## src/rtl/full_adder.sv

```systemverilog
// One-bit full adder, the ripple-chain cell for fa_8. Purely combinational.
module full_adder (
  input  logic a,
  input  logic b,
  input  logic ci,
  output logic s,
  output logic co
);

  assign s  = a ^ b ^ ci;
  assign co = (a & b) | (a & ci) | (b & ci);

endmodule

```

## src/rtl/fa_8.sv

```systemverilog
// Registered ripple-carry adder: {Co,S} <= A + B + Ci, one cycle of latency.
module fa_8 #(
  parameter int WIDTH = 8
) (
  input  logic             clk,
  input  logic             rst,
  input  logic [WIDTH-1:0] A,
  input  logic [WIDTH-1:0] B,
  input  logic             Ci,
  output logic [WIDTH-1:0] S,
  output logic             Co
);

  // carry[i] feeds stage i; carry[WIDTH] is the final carry-out
  logic [WIDTH:0]   carry;
  logic [WIDTH-1:0] sum;

  assign carry[0] = Ci;

  for (genvar i = 0; i < WIDTH; i++) begin : g_stage
    full_adder u_fa (
      .a  (A[i]),
      .b  (B[i]),
      .ci (carry[i]),
      .s  (sum[i]),
      .co (carry[i+1])
    );
  end

  always_ff @(posedge clk) begin
    if (rst) begin
      S  <= '0;
      Co <= 1'b0;
    end else begin
      S  <= sum;
      Co <= carry[WIDTH];
    end
  end

endmodule

```

## config.mk

```make
export PLATFORM = sky130hd
export DESIGN_NAME = fa_8
export DESIGN_NICKNAME = d
export VERILOG_FILES = /design/src/rtl/full_adder.sv /design/src/rtl/fa_8.sv
export SDC_FILE = /design/constraint.sdc
export NUM_CORES = 1
export LEC_CHECK = 0
export BUFFER_PORTS_ARGS = -buffer_cell sky130_fd_sc_hd__buf_2
export CAP_MARGIN = 20
export CORE_AREA = 5 5 42 44
export DETAILED_ROUTE_END_ITERATION = 12
export DIE_AREA = 0 0 47 49
export GPL_ROUTABILITY_DRIVEN = 0
export GPL_TIMING_DRIVEN = 0
export PLACE_DENSITY = 0.73
export SLEW_MARGIN = 10
export SYNTH_ARGS = -nofsm -noshare
export SYNTH_HDL_FRONTEND = slang
export SYNTH_SLANG_ARGS = --single-unit
```

## constraint.sdc

```tcl
create_clock -name clk -period 7.6 [get_ports clk]
set_clock_uncertainty 0.1 [all_clocks]
set_input_delay 1.14 -clock clk [delete_from_list [all_inputs] [get_ports clk]]
set_output_delay 1.14 -clock clk [all_outputs]
set_load 0.005 [all_outputs]
```

==> impl_metrics.ini, run 1 <==
[status]
status = complete, no violations

[setup_path]
critPathArrivalTime_ns = 4.40
crit_top_cell = fa_1
cp.required_ns = 7.69
end_kind = flip-flop
cpPeakStageDelay_ns = 0.40
crit_family = adder cells
crit_path_top_delay_cell = fa_1
path_max_fanout = 1
critical_path_class = primary input to flip-flop
critPathLaunchType = primary input
path_cells = buf_2 > inv_1 > fa_1 > inv_1 > fa_1 > fa_1 > fa_1 > fa_1 > fa_1 > fa_1 > inv_1 > fa_1 > nor2_1
crit_buf_inv = 4

[yosys]
synth_warnings = 0
syn_inst = 33
yosysTopAreaCell = dfxtp_1
synth_most_common_cell = dfxtp_1
ys_top_cells_by_count = dfxtp_1, fa_1, inv_1
async_flop_share_pct = 0
synth_seq_cells = 9
synth_edf_count = 0
syn-mean-instance-area_um2 = 12.6
netlist_area_um2 = 415
yosys-top-cells-area = dfxtp_1, fa_1, nor2b_1, inv_1, nor2_1
synthDistinctLibCells = 5
synth_top_area_share_pct = 43.4
syn_nets = 60
ys_seq_area_share_pct = 43.4
synth_ff_type = dfxtp_1

[cts]
clockBufferDepth = 2
cts_root_buffer = clkbuf_4
cts_tree = built
cts_setup_buffers = 0
path_clk_slew_ns = 0.06
h-tree-depth = 1
cts_buffers = 3
hold_buffers = 0
cts_resized = 0
cts_sinks = 9

[global_route]
grt.overflow.total = 0
grt_pass1_vias = 339
grt_pass1_wl_um = 1300
grt_max_degree = 10
gr-usage-all-layers_pct = 8.48
antenna_found_initial = 0

[final_layout]
drive_gt1_share_pct = 46.9
postLayoutCellArea_um2 = 597
synthToLayoutAreaGrowth_pct = 43.7
fin_nets = 92
n_antenna_cell = 0

[drt]
wl_met3_um = 88
first_pass_iters = 2
drt-total-wl_um = 780
top_layer = met4
dr_total_vias = 307
drc = 0
ant_nets = 0
wl_per_cell_um = 9.75
drt-initial-drc-count = 1
vias_per_cell = 3.84
wl_met2_um = 417
m1WireLength_um = 254

[pwr]
power.density_nw_per_um2 = 190
p_seq_share_pct = 47.6
leakagePower_uw = 0.000318
clockPowerShare_pct = 30.3
p_int_uw = 87.1
vdd_drop_max_mv = 0.0509
swShare_pct = 23.3
power.share.combinational_pct = 22.1
p_switching_uw = 26.5

[timing]
period_share_pct = 56.8
fmax_mhz = 232
period_minus_slack_ns = 4.32
slew_headroom_pct = 90.5
hold_viol = 0
tightest_slew_ns = 0.143
tns_ns = 0
setup_violations = 0
grt_setup_unrepaired = false
drv_slew = 0

[floorplan]
initial_utilization_pct = 29.6
core_um2 = 1400
die_h_um = 49
num_rows = 14
io_pins = 28
die_x_um = 47
dieArea_um2 = 2300

[run]
drv_cap = 0

[placement]
io_buffers = 27
post_dp_cell_area_um2 = 571

[min_path]
hold_path_class = primary input to flip-flop
## through the flow
step                      hold WS, ns  total power (uW)  util, %  cells  setup WS (ns)
final                            1.05               114     42.6     80           3.28
after global routing             1.04               125     42.6     80           3.15
after CTS                        1.04               116     42.6     80           3.28
after detailed placement         1.31              81.2     40.7     76           3.01
after global placement           1.30              79.9     40.7     76           3.07
after floorplan                  1.11              66.5        -     33           3.26
## worst paths after layout
| check | cells past startpoint | to | start | slack [ns] |
|---|---|---|---|---|
| worst max-delay path | 13 | S[7] | A[0] | 3.28 |
| worst min-delay path | 2 | S[0] | rst | 1.05 |
## state kept, by name (all words and copies together), names as in the netlist
name and flops:
Co 1, S 8
## layout make-up
type                            count  area (um2)
Timing Repair Buffer               27         135
Sequential cell                     9         180
Inverter                            7        26.3
Multi-Input combinational cell     17         209
Clock buffer                        4        26.3
Fill cell                         148         805
Tap cell                           16        20.0
## layout by cell type, fill, tap and decap left out, drive strengths merged
cell    instances
buf            27
clkbuf          4
nor2            3
inv             7
fa              8
nor2b           6
dfxtp           9
## power groups by stage
stage / Sequential [uW] / Clock (uW) / Combinational, uW
6_report: 54.1 / 34.4 / 25.1
5_1_grt: 54.8 / 40.2 / 29.8
4_1_cts: 54.2 / 36.3 / 26.0
3_5_place_dp: 55.2 / 0 / 26.0
3_3_place_gp: 55.0 / 0 / 24.9
2_1_floorplan: 56.3 / 0 / 10.2
## routing by layer
metal / vias to the layer above / track usage, %
li1: 153 / -
met1: 136 / 8.90
met2: 16 / 12.7
met3: 2 / 1.11
met4: 0 / 9.68
met5: - / 0
## cells by family (layout without fill, tap and decap cells)
kind of cell | Yosys count | after routing | share of synthesized area (%)
fa+ha+maj | 8 | 8 | 38.6
buf+inv | 7 | 38 | 6.33
flops | 9 | 9 | 43.4
simple gates | 9 | 9 | 11.7
No activity file was read; power rests on OpenSTA's default activity.
==> run 2: changes to the inputs <==
--- a/config.mk
+++ b/config.mk
@@ -12,7 +12,7 @@
 export DIE_AREA = 0 0 47 49
 export GPL_ROUTABILITY_DRIVEN = 0
 export GPL_TIMING_DRIVEN = 0
-export PLACE_DENSITY = 0.73
+export PLACE_DENSITY = 0.75
 export SLEW_MARGIN = 10
 export SYNTH_ARGS = -nofsm -noshare
 export SYNTH_HDL_FRONTEND = slang
==> constraint.sdc (replaced) <==
create_clock -name clk -period 3.85 [get_ports clk]
set_clock_uncertainty 0.1 [all_clocks]
set_input_delay 0.5775 -clock clk [delete_from_list [all_inputs] [get_ports clk]]
set_output_delay 0.5775 -clock clk [all_outputs]
set_load 0.005 [all_outputs]
==> impl_metrics.ini, run 2 (synthesis gave the netlist of run 1 again) <==
[pwr]
power.share.combinational_pct = 22.4
clockPowerShare_pct = 30.7
p_total_uw = 227
swShare_pct = 24.0
power.density_nw_per_um2 = 378
p_int_uw = 173
vdd_drop_max_mv = 0.0815
p_seq_share_pct = 47.0
p_switching_uw = 54.6
leakagePower_uw = 0.000317

[final_layout]
top_register = S
largestRegisters = S: 8 flops, Co: 1 flops
mostFrequentLayoutCells = buf_2, dfxtp_1, inv_1, nor2b_1, fa_1
final_common_cell = buf_2
register_area_um2 = 180
largest_reg_flops = 8
fin_nets = 92
synthToLayoutAreaGrowth_pct = 44.9
multi_input_area_um2 = 214
fillers = 156
drive_gt1_share_pct = 50.0
n_antenna_cell = 0

[timing]
period_share_pct = 95.0
setup_violations = 0
slew_headroom_pct = 90.8
hold_ws_ns = 0.475
fmax_mhz = 274
tightest_slew_ns = 0.137
period_minus_slack_ns = 3.66
hold_viol = 0
drv_slew = 0
grt_setup_unrepaired = false

[drt]
drt-total-wl_um = 837
first_pass_iters = 3
ant_nets = 0
dr_total_vias = 319
vias_per_cell = 3.99
drc = 0
wl_per_cell_um = 10.5
drt-initial-drc-count = 1

[global_route]
grt.overflow.total = 0
gr-usage-all-layers_pct = 8.92
grt_max_degree = 10
grt_pass1_vias = 359
grt_pass1_wl_um = 1350
antenna_found_initial = 0

[floorplan]
dieArea_um2 = 2300
core_um2 = 1400
die_x_um = 47
num_rows = 14
die_h_um = 49
initial_utilization_pct = 29.6
io_pins = 28

[cts]
path_clk_slew_ns = 0.06
cts_buffers = 3
cts_resized = 0
cts_setup_buffers = 0
h-tree-depth = 1
clockBufferDepth = 2
cts_root_buffer = clkbuf_4
cts_tree = built
hold_buffers = 0
cts_sinks = 9

[setup_path]
path_max_fanout = 1
critPathArrivalTime_ns = 3.75
end_kind = flip-flop
crit_path_end = S[7]
cp.required_ns = 3.94
timing.critical_path.from = A[0]
critical_path_class = primary input to flip-flop
critPathLaunchType = primary input

[placement]
hpwl_um = 767
io_buffers = 27

[run]
drv_cap = 0

[status]
status = complete, no violations

[min_path]
hold_depth = 2
hold_path_class = primary input to flip-flop
## run 2: routing by layer
layer | global-route usage [%] | wire length, um
met5 | 0 | 0
met4 | 11.1 | 36
met3 | 2.58 | 92
met2 | 13.6 | 474
met1 | 7.78 | 233
## run 2: through the flow
stage / util, % / setup WS, ns / TNS, ns / cells / instance area [um2]
after global placement: 40.7 / -0.123 / -0.123 / 76 / 571
final: 42.9 / 0.194 / 0 / 80 / 602
after CTS: 42.6 / 0.0991 / 0 / 80 / 597
after detailed placement: 40.7 / -0.164 / -0.164 / 76 / 571
after floorplan: - / 0.0723 / 0 / 33 / 415
after global routing: 42.9 / 0.0396 / 0 / 80 / 602
## run 2: final cells by class
type | count | area share [%]
sequential | 9 | 29.9
inverter | 7 | 4.37
multi-input combinational | 17 | 35.6
tap | 16 | 3.33
timing repair buffer | 27 | 22.5
clock buffer | 4 | 4.37
## run 2: worst max-delay path, stage by stage
cell and delay [ns]:
buf_2 0.09, inv_1 0.07, fa_1 0.17, inv_1 0.05, fa_1 0.37, fa_1 0.40, fa_2 0.35, fa_2 0.35
fa_1 0.38, fa_1 0.38, inv_1 0.08, fa_1 0.40, nor2_1 0.08
## run 2: worst min path at each step
stage          startpoint    to  slack (ns)
5_1_grt               rst    Co        0.48
2_1_floorplan         rst  S[0]        0.54
3_5_place_dp          rst  S[0]        0.75
4_1_cts               rst  S[0]        0.47
3_3_place_gp          rst  S[0]        0.74
6_report              rst  S[0]        0.47
## run 2: power by group through the flow
stage          logic [uW]  registers [uW]  clock network, uW
2_1_floorplan        20.1             111                  0
3_3_place_gp         49.1             109                  0
3_5_place_dp         52.4             109                  0
4_1_cts              52.3             107               74.5
5_1_grt              60.0             108               78.8
6_report             50.8             107               69.7
==> run 3: changes to the inputs <==
--- a/config.mk
+++ b/config.mk
@@ -12,8 +12,10 @@
 export DIE_AREA = 0 0 47 49
 export GPL_ROUTABILITY_DRIVEN = 0
 export GPL_TIMING_DRIVEN = 0
-export PLACE_DENSITY = 0.75
+export PLACE_DENSITY = 0.74
+export SKIP_LAST_GASP = 1
 export SLEW_MARGIN = 10
 export SYNTH_ARGS = -nofsm -noshare
 export SYNTH_HDL_FRONTEND = slang
+export SYNTH_HIERARCHICAL = 1
 export SYNTH_SLANG_ARGS = --single-unit
==> impl_metrics.ini, run 3 <==
[min_path]
hold_path_class = primary input to flip-flop

[yosys]
yosys-top-cells-area = dfxtp_1, fa_1, nor2b_1
netlist_area_um2 = 397
yosysTopAreaCell = dfxtp_1
ys_seq_area_share_pct = 45.4
async_flop_share_pct = 0
synthDistinctLibCells = 3
ys_top_cells_by_count = dfxtp_1, nor2b_1, fa_1
syn_inst = 26
synth_warnings = 6
synth_seq_cells = 9
synth_edf_count = 0
syn_nets = 53
synth_ff_type = dfxtp_1
synth_top_area_share_pct = 45.4
syn-mean-instance-area_um2 = 15.3

[floorplan]
core_um2 = 1400
io_pins = 28
die_x_um = 47
die_h_um = 49
num_rows = 14
dieArea_um2 = 2300
initial_utilization_pct = 28.3

[cts]
path_clk_slew_ns = 0.05
h-tree-depth = 1
cts_setup_buffers = 0
cts_buffers = 3
cts_tree = built
cts_root_buffer = clkbuf_4
clockBufferDepth = 2
cts_sinks = 9

[global_route]
grt_max_degree = 10
grt_pass1_vias = 343
grt_pass1_wl_um = 1340
antenna_found_initial = 0
gr-usage-all-layers_pct = 8.85
grt.overflow.total = 0

[pwr]
power.density_nw_per_um2 = 380
vdd_drop_max_mv = 0.160
leakagePower_uw = 0.000277
p_total_uw = 227

[final_layout]
fin_nets = 85
mostFrequentLayoutCells = buf_2, dfxtp_1, nor2b_1, fa_2, clkbuf_4
final_cells = 73
largestRegisters = S: 8 flops, Co: 1 flops
postLayoutCellArea_um2 = 598
drive_gt1_share_pct = 66.7
fillers = 148
final_common_cell = buf_2
largest_reg_flops = 8
n_antenna_cell = 0
synthToLayoutAreaGrowth_pct = 50.8
top_register = S

[timing]
tns_ns = 0
setup_violations = 0
fmax_mhz = 271
tightest_slew_ns = 0.156
period_share_pct = 95.9
period_minus_slack_ns = 3.69
drv_slew = 0
slew_headroom_pct = 89.6
hold_viol = 0
setup_slack_ns = 0.159
grt_setup_unrepaired = false

[placement]
pre_cts_ws_ns = -0.217
hpwl_um = 696
dp.cells = 69
post_dp_cell_area_um2 = 564
io_buffers = 27

[drt]
drc = 0
drt-total-wl_um = 759
first_pass_iters = 1
ant_nets = 0
wl_per_cell_um = 10.4
vias_per_cell = 4.12
dr_total_vias = 301
drt-initial-drc-count = 0

[run]
drv_cap = 0

[setup_path]
path_max_fanout = 1
critical_path_class = primary input to flip-flop
cp.required_ns = 3.90
critPathArrivalTime_ns = 3.74
critPathLaunchType = primary input
end_kind = flip-flop

[status]
status = complete, no violations
[run 3: cell types whose count changed after synthesis]
cell / delta
nor2b_1: +3
nor2_1: -3
inv_1: -7
[run 3: power by group]
part / total, uW / internal (uW) / switching, uW
clock: 70.4 / 39.8 / 30.6
combinational: 50.1 / 29.0 / 21.0
sequential: 107 / 105 / 2.10
total: 227 / 173 / 53.7
[run 3: critical path, stage by stage]
cell,delay (ns)
buf_2,0.11
fa_2,0.39
fa_2,0.35
fa_2,0.35
fa_2,0.35
fa_2,0.35
fa_2,0.35
fa_2,0.35
fa_1,0.43
nor2b_2,0.16
[run 3: metrics by stage]
| step | util (%) | hold WS [ns] |
|---|---|---|
| after CTS | 42.1 | 0.487 |
| after global routing | 42.7 | 0.511 |
| after floorplan | - | 0.549 |
| final | 42.7 | 0.495 |
| after detailed placement | 40.3 | 0.765 |
| after global placement | 40.3 | 0.757 |
[run 3: cells by family after synthesis]
| kind of cell | synth area share (%) |
|---|---|
| fa+ha+maj | 40.4 |
| simple gates | 14.2 |
| flops | 45.4 |
[run 3: cell type report]
class | count | area [um2] | area share (%)
multi-input cells | 17 | 236 | 39.5
flip-flops and latches | 9 | 180 | 30.1
repair buffers | 27 | 135 | 22.6
clock buffers | 4 | 26.3 | 4.39
well taps | 16 | 20.0 | 3.35
[run 3: path summary, 6_finish.rpt]
kind | from | to | cells after the start
worst min-delay path | rst | S[7] | 2
worst max-delay path | A[0] | S[7] | 10
[run 3: timing repair]
item | 4_1_cts | 5_1_grt
hold buffers | 0 | 0
resized for setup | 0 | 3
endpoints found under the setup margin | 0 | 1
[run 3: routing by layer]
layer	routed length [um]	track usage (%)	up-vias
met4	51	11.1	0
met1	189	6.19	139
li1	-	-	139
met2	450	14.3	18
met3	68	3.69	5
met5	0	0	-
